File: config.mk
export PLATFORM = sky130hd
export DESIGN_NAME = multi_clk_divider
export DESIGN_NICKNAME = d
export VERILOG_FILES = /design/src/rtl/multi_clk_divider.sv
export SDC_FILE = /design/constraint.sdc
export NUM_CORES = 1
export LEC_CHECK = 0
export BUFFER_PORTS_ARGS = -buffer_cell sky130_fd_sc_hd__buf_4
export CORE_MARGIN = 3
export CORE_UTILIZATION = 50
export DETAILED_ROUTE_END_ITERATION = 7
export PLACE_DENSITY = 0.71
export SETUP_SLACK_MARGIN = 0.2
export SLEW_MARGIN = 20
export SYNTH_ARGS = -nofsm -noshare
export SYNTH_HDL_FRONTEND = slang
export SYNTH_SLANG_ARGS = --single-unit
File: constraint.sdc
create_clock -name clk -period 13.3 [get_ports clk]
set_input_delay 3.99 -clock clk [delete_from_list [all_inputs] [get_ports clk]]
set_output_delay 3.99 -clock clk [all_outputs]
set_load 0.02 [all_outputs]
File: src/rtl/multi_clk_divider.sv
// Multi-channel programmable clock divider.
// Each channel divides the system clock by a runtime-programmable ratio N and
// produces a registered divided clock (high for ceil(N/2) cycles, low for
// floor(N/2) cycles) plus a one-cycle tick after each period wrap. New divisors
// are held pending and swapped in at a period boundary so no runt period is
// ever emitted; idle or degenerate (N=0/1) channels take a new divisor at once.
module multi_clk_divider #(
    parameter int unsigned NUM_CH      = 4,
    parameter int unsigned CNT_W       = 32,
    parameter int unsigned DEFAULT_DIV = 50_000_000,
    localparam int unsigned CH_W       = (NUM_CH > 1) ? $clog2(NUM_CH) : 1
) (
    input  logic              clk,
    input  logic              rst_n,
    input  logic [NUM_CH-1:0] en,
    input  logic              wr_en,
    input  logic [CH_W-1:0]   wr_ch,
    input  logic [CNT_W-1:0]  wr_div,
    output logic [NUM_CH-1:0] clk_out,
    output logic [NUM_CH-1:0] tick,
    output logic [NUM_CH-1:0] busy
);

    localparam logic [CNT_W-1:0] DEF_DIV = CNT_W'(DEFAULT_DIV);
    localparam logic [CNT_W-1:0] ONE     = CNT_W'(1);
    localparam logic [CNT_W-1:0] TWO     = CNT_W'(2);

    // Divisor swap state: IDLE = active divisor current, PENDING = a write
    // is waiting for the next period wrap.
    typedef enum logic {
        SWAP_IDLE,
        SWAP_PENDING
    } swap_state_t;

    for (genvar c = 0; c < int'(NUM_CH); c++) begin : g_ch

        logic [CNT_W-1:0] cnt_q, cnt_d;
        logic [CNT_W-1:0] div_q, div_d;
        logic [CNT_W-1:0] pend_q, pend_d;
        logic             clk_q, clk_d;
        logic             tick_q, tick_d;
        swap_state_t      st_q, st_d;

        logic [CNT_W-1:0] last;
        logic [CNT_W-1:0] half_hi;
        logic [CNT_W-1:0] cnt_inc;
        logic             run;
        logic             single;
        logic             wrap;
        logic             idle_ch;
        logic             wr_hit;

        // Per-channel decode: period limits, run mode and write targeting.
        // Indices at or above NUM_CH never match any channel, so such writes
        // are dropped without an explicit range check.
        always_comb begin
            last    = div_q - ONE;
            half_hi = div_q - (div_q >> 1);
            run     = en[c] && (div_q >= TWO);
            single  = en[c] && (div_q == ONE);
            idle_ch = !en[c] || (div_q < TWO);
            wrap    = run && (cnt_q == last);
            cnt_inc = wrap ? '0 : cnt_q + ONE;
            wr_hit  = wr_en && (wr_ch == CH_W'(c));
        end

        // Counter and output next-state: stopped/disabled channels hold zero,
        // N=1 ticks every cycle, N>=2 runs the normal period.
        always_comb begin
            cnt_d  = '0;
            clk_d  = 1'b0;
            tick_d = 1'b0;
            if (run) begin
                cnt_d  = cnt_inc;
                clk_d  = (cnt_inc < half_hi);
                tick_d = wrap;
            end else if (single) begin
                tick_d = 1'b1;
            end
        end

        // Divisor swap next-state. A write on the wrap edge itself keeps the
        // current divisor and re-arms the pending state for the next wrap.
        always_comb begin
            st_d   = st_q;
            div_d  = div_q;
            pend_d = pend_q;
            case (st_q)
                SWAP_IDLE: ;
                SWAP_PENDING: begin
                    if (wrap || idle_ch) begin
                        div_d = pend_q;
                        st_d  = SWAP_IDLE;
                    end
                end
                default: st_d = SWAP_IDLE;
            endcase
            if (wr_hit) begin
                pend_d = wr_div;
                if (idle_ch) begin
                    div_d = wr_div;
                    st_d  = SWAP_IDLE;
                end else begin
                    div_d = div_q;
                    st_d  = SWAP_PENDING;
                end
            end
        end

        // Channel state registers with synchronous active-low reset.
        always_ff @(posedge clk) begin
            if (!rst_n) begin
                cnt_q  <= '0;
                clk_q  <= 1'b0;
                tick_q <= 1'b0;
                div_q  <= DEF_DIV;
                pend_q <= DEF_DIV;
                st_q   <= SWAP_IDLE;
            end else begin
                cnt_q  <= cnt_d;
                clk_q  <= clk_d;
                tick_q <= tick_d;
                div_q  <= div_d;
                pend_q <= pend_d;
                st_q   <= st_d;
            end
        end

        assign clk_out[c] = clk_q;
        assign tick[c]    = tick_q;
        assign busy[c]    = (st_q == SWAP_PENDING);

    end

endmodule
# [Word level (Yosys, flattened, before mapping)]
# Cells that the tools add are included.
[classes] addsub=12 n_mul=0 n_div=0 order_cmp=12 eq_ne=15 shift=0 muxes=44 bitwise=0 n_reduce_logical=45
[ops] op="two-way mux 32 bit" n=20
[ops] op="adder 32 x 1 -> 32 bit, second input constant" n=4
[ops] op="equality test 32 x 1 -> 1 bit, second input constant" n=4
[ops] op="equality test 32 bit" n=4
[ops] op=">= comparator 32 x 2 -> 1 bit, second input constant" n=4
[ops] op="< comparator 32 x 2 -> 1 bit, second input constant" n=4
[ops] op="< comparator 32 bit" n=4
[ops] op="subtractor 32 x 1 -> 32 bit, second input constant" n=4
[ops] op="subtractor 32 x 31 -> 32 bit" n=4
[ops] op="two-way mux 1 bit" n=24
[ops] op="logical AND 1 bit" n=16
[ops] op="nonzero test 2 bit" n=8
[ops] op="AND reduction 3 bit" n=4
[ops] op="logical OR 1 bit" n=8
[ops] op="!= test 2 bit, second input constant" n=4
[ops] op="AND reduction 2 bit" n=4
[ops] op="equality test 2 bit, second input constant" n=2
[ops] op="zero test 1 bit" n=4
[ops] op="equality test 2 x 1 -> 1 bit, second input constant" n=1
[ops] op="zero test 2 bit" n=1
[totals] ff_bits=396 latch_bits=0 mem_bits_rw=0 mem_bits_ro=0 input_bits=41 out_inout_bits=12 memories=0

# [Longest topological paths before layout]
[depth] depth_word=7 depth_mapped=25 depth_no_buf=25

# [Least setup slack after synthesis]
# OpenSTA, ideal clock, no wires.
[synth_path] kind="input port to flip-flop" start="input en[2]" end="register g_ch[2].clk_q" setup_ns=0.074 arrival_time_ns=7.496 required_ns=13.226 slack_ns=5.730 path_stages=20 path_buffers=1 path_cell_list="nand2_1 nor3b_1 inv_1 o21a_1 nor4b_1 nand4_1 nor3_2 clkbuf_1 nor2_1 ha_1 a21o_1 a21o_1 a21o_1 a21o_1 a21o_1 a21oi_1 nor2_1 nor4_1 nand2_1 o21ai_0"
[synth_via] elab_chain_len=4
[synth_lines] item="start: declaration" line_no="15" rtl="input logic [NUM_CH-1:0] en,"
[synth_lines] item="logical AND 1 bit" line_no="59" rtl="run = en[c] && (div_q >= TWO);"
[synth_lines] item="logical AND 1 bit" line_no="62" rtl="wrap = run && (cnt_q == last);"
[synth_lines] item="two-way mux 32 bit" line_no="63" rtl="cnt_inc = wrap ? '0 : cnt_q + ONE;"
[synth_lines] item="named net g_ch[2].cnt_inc[17]" line_no="46" rtl="logic [CNT_W-1:0] cnt_inc;"
[synth_lines] item="< comparator 32 bit" line_no="75" rtl="clk_d = (cnt_inc < half_hi);"
[synth_lines] item="end signal: assignment" line_no="121" rtl="clk_q <= clk_d;"
[synth_lines] item="end: declaration" line_no="40" rtl="logic clk_q, clk_d;"
# The timed path passes the listed nets, and every way through them passes these cells.
# A chain may end at the register's enable or synchronous reset.

# [Final worst setup path]
[layout_path] start="input en[3]" end="register g_ch[3].clk_q"
[layout_via] elab_chain_len=4
[layout_lines] item="logical AND 1 bit" line_no="59"
[layout_lines] item="logical AND 1 bit" line_no="62"
[layout_lines] item="two-way mux 32 bit" line_no="63"
[layout_lines] item="named net g_ch[3].cnt_inc[9]" line_no="46"
[layout_lines] item="< comparator 32 bit" line_no="75"
[layout_lines] item="end signal: assignment" line_no="121"
[layout_lines] item="end: declaration" line_no="40"
# The timed path passes the listed nets, and every way through them passes these cells.

==> out/qor.tcl <==
set qor(cp_slowest_cell) {buf_4}
set qor(vias_in_the_first_global_route) 25000
set qor(cts_hold_repair.buffers) 0
set qor(worstHoldStart) {g_ch[2].pend_q[1]$_SDFFE_PN0P_}
set qor(root_buffer) {clkbuf_16}
set qor(mappedNetlistArea_um2) 31800
set qor(status) {completed}
set qor(cell_variety_after_synth) 87
set qor(cp.arrival_ns) 8.18
set qor(drv.max_cap_violation_count) 0
set qor(most_used_cells_in_the_layout_excluding_fill_and_tap_cells) {475 x nor2_1, 424 x ha_1, 396 x dfxtp_1}
set qor(clock_tree.htree_level_count) 2
set qor(floorplan.die_area_um2) 66600
set qor(report.final.slew_viol_count) 0
set qor(dpl.cell_count) 4676
set qor(path_clk_slew_ns) 0.06
set qor(comb_power_share) 0.156
set qor(crit_type) {in2reg}
set qor(slew_headroom) 0.282
set qor(grt_pass1_wl_um) 136000
set qor(synth_flop_cell) {dfxtp_1}
set qor(setup_tns_ns) 0
set qor(finalNonFillerCells) 4759
set qor(cts_buffers) 46
set qor(startpoint_of_the_lowest_slack_register_to_register_path) {g_ch[3].div_q[2]$_SDFFE_PN0P_}
set qor(cts_post_setup_buffers_inserted) 0
set qor(worst_path_largest_cell_delay_ns) 0.49
set qor(cp-end-kind) {register}
set qor(routabilityCongestion) 0.942
set qor(core-area_um2) 62300
set qor(critPathMostFrequentCell) {a21o_1}
set qor(placed_cell_area_um2) 32900
set qor(power_switching_share) 0.282
set qor(period_share) 0.575
set qor(final_nets) 4356
set qor(fin_area_um2) 34500
set qor(synthToLayoutAreaGrowth_pct) 8.72
set qor(dp_hpwl_um) 66500
set qor(most_common_cell_after_layout_fill_and_taps_aside) {nor2_1}
set qor(antenna_violations_before_repair) 2
set qor(core.rowCount) 91
set qor(tightest_slew_ns) 1.05
set qor(ant_nets) 0
set qor(async_reset_ff_frac) 0
set qor(drt-total-wl_um) 86100
set qor(chip_height_um) 258
set qor(reg2reg_setup_slack_ns) 7.40
set qor(placement.io_buffers) 52
set qor(synth.ff_latch_count) 396
set qor(worstPathMaxFanout) 61
set qor(synthCells) 3881
set qor(cp_cell_sequence) {buf_4 -> nand2_1 -> or4_1 -> a21oi_1 -> a21oi_1 -> or3_1 -> nor4_1 -> and4b_2 -> buf_4 -> nor2_1 -> ha_1 -> a21o_1 -> a21o_1 -> a21o_1 -> a21o_1 -> a21o_1 -> a21oi_1 -> nor2b_1 -> o21ai_0 -> o311ai_0 -> nor2_1}
set qor(synth-edff-count) 0
set qor(track_usage) 0.252
set qor(worstHoldPathCells) 2
set qor(die_w_um) 258
set qor(power.internal_mw) 2.25
set qor(yosys_warnings) 0
set qor(grt_setup_unrepaired) {no}
set qor(nFillCells) 5744
set qor(grt_overflow) 0
set qor(routed-via-count) 26800
set qor(avgSynthCellArea_um2) 8.18
set qor(initialDrtViolationCount) 2154
set qor(worst_r2r_endpoint) {g_ch[3].clk_q$_SDFF_PN0_}
set qor(initial_util) 0.510
set qor(period_minus_slack_ns) 7.65
set qor(routedWlPerCell_um) 18.1
set qor(worstHoldEndpoint) {g_ch[2].pend_q[1]$_SDFFE_PN0P_}
set qor(tritoncts) {yes}
set qor(synth_fp_nets) 4350
set qor(net-switching-power_mw) 0.886
set qor(dr.pass1.iters) 6
set qor(clockPowerShare) 0.452
set qor(power_density_nw_per_um2) 91.0
set qor(drive_gt1_frac) 0.0783
set qor(cts.repair.resized) 0
set qor(peakVddDrop_v) 0.000114
set qor(clkLatencyLatePin_ns) 0.60
set qor(final_hold_viols) 0
set qor(max_clock_freq_ghz) 0.131
set qor(synth_seq_area_share) 0.250
set qor(antenna_cells) 0
set qor(hp-class) {reg2reg}
set qor(power.share.sequential) 0.393
set qor(final_core_utilization) 0.554
set qor(ff2ff_path_depth) 22
set qor(post-place-ws_ns) 5.09
set qor(number_of_placed_i_o_pins) 53
set qor(pin_count_of_the_biggest_net_entering_global_routing) 92
set qor(worstSetupStartpointType) {primary input}
set qor(tritoncts_num_sinks) 396
set qor(detail_route.vias_per_cell) 5.63
set qor(final_worst_setup_slack_ns) 5.65
set qor(critical_path_required_ns) 13.84
set qor(drc) 0
set qor(critical_path_buf_inv_count) 2
set qor(clk_path_buf_depth) 3
set qor(power.static_leakage_nw) 15.0
set qor(family_with_the_most_delay_on_the_worst_path) {compound AO/OA/AOI/OAI gates}
set qor(final.setup_skew_ns) 0.0187
set qor(setup_viol_count_final) 0
## sequential cells by signal, summed over array words and instances, names as in the netlist
| name | flops |
|---|---|
| g_ch.cnt_q | 128 |
| g_ch.div_q | 128 |
| g_ch.pend_q | 128 |
| g_ch.clk_q | 4 |
| g_ch.st_q | 4 |
| g_ch.tick_q | 4 |
## cell usage after synthesis (78+ instances only)
master | instances | area, µm²
ha_1 | 424 | 5310
nand3_1 | 127 | 636
o21ai_0 | 83 | 415
nor3_1 | 123 | 616
inv_1 | 269 | 1010
a21oi_1 | 186 | 931
clkbuf_1 | 78 | 293
nand2_1 | 352 | 1320
xnor2_1 | 271 | 2370
dfxtp_1 | 396 | 7930
nor2_1 | 475 | 1780
xor2_1 | 158 | 1380
## worst max-delay path by stage
stage	cells after the start	slack (ns)	endpoint	startpoint
after floorplan	20	5.73	g_ch[2].clk_q$_SDFF_PN0_	en[2]
after CTS	21	5.71	g_ch[3].clk_q$_SDFF_PN0_	en[3]
final	21	5.65	g_ch[3].clk_q$_SDFF_PN0_	en[3]
after global placement	21	5.15	g_ch[3].clk_q$_SDFF_PN0_	en[3]
after detailed placement	21	5.09	g_ch[3].clk_q$_SDFF_PN0_	en[3]
after global routing	21	5.40	g_ch[3].clk_q$_SDFF_PN0_	en[3]
## cell families after synthesis
| family | share of synthesized area |
|---|---|
| AND/OR/NAND/NOR | 0.218 |
| flip-flops | 0.250 |
| buffers and inverters | 0.0493 |
| multiplexers | 0.0655 |
| AO/OA/AOI/OAI | 0.129 |
| XOR/XNOR | 0.118 |
| adder cells (fa/ha/maj) | 0.170 |
## worst min-delay path, stage by stage, from the launching register on
cell	delay [ns]
dfxtp_1	0.30
nand2_1	0.05
a21oi_1	0.07
## metal layers
layer,part of all wire,track usage,vias to the layer above
li1,-,-,13400
met1,0.48,0.363,12600
met2,0.44,0.400,682
met3,0.055,0.0253,116
met4,0.029,0.0717,0
met5,0,0,-
## area by class of cell
cell class	instances	area (µm²)	area share
Tap cell	837	1050	0.0303
Clock buffer	54	1240	0.0360
Inverter	272	1020	0.0296
Clock inverter	29	425	0.0123
Timing Repair Buffer	73	548	0.0159
Sequential cell	396	7930	0.230
Multi-Input combinational cell	3098	22300	0.646
## power by group through the flow
stage	logic (mW)	clock network [mW]	registers, mW
global route	0.539	1.49	1.23
detailed placement	0.478	0	1.26
global placement	0.474	0	1.26
CTS	0.483	1.44	1.23
finish	0.489	1.42	1.23
floorplan	0.353	0	1.25
## per-stage QoR
step	hold slack (ns)	power, mW
2_1_floorplan	0.434	1.60
3_3_place_gp	0.448	1.73
3_5_place_dp	0.452	1.74
4_1_cts	0.460	3.16
5_1_grt	0.479	3.26
6_report	0.462	3.14
Note: power is estimated with default switching activity, not from simulation.
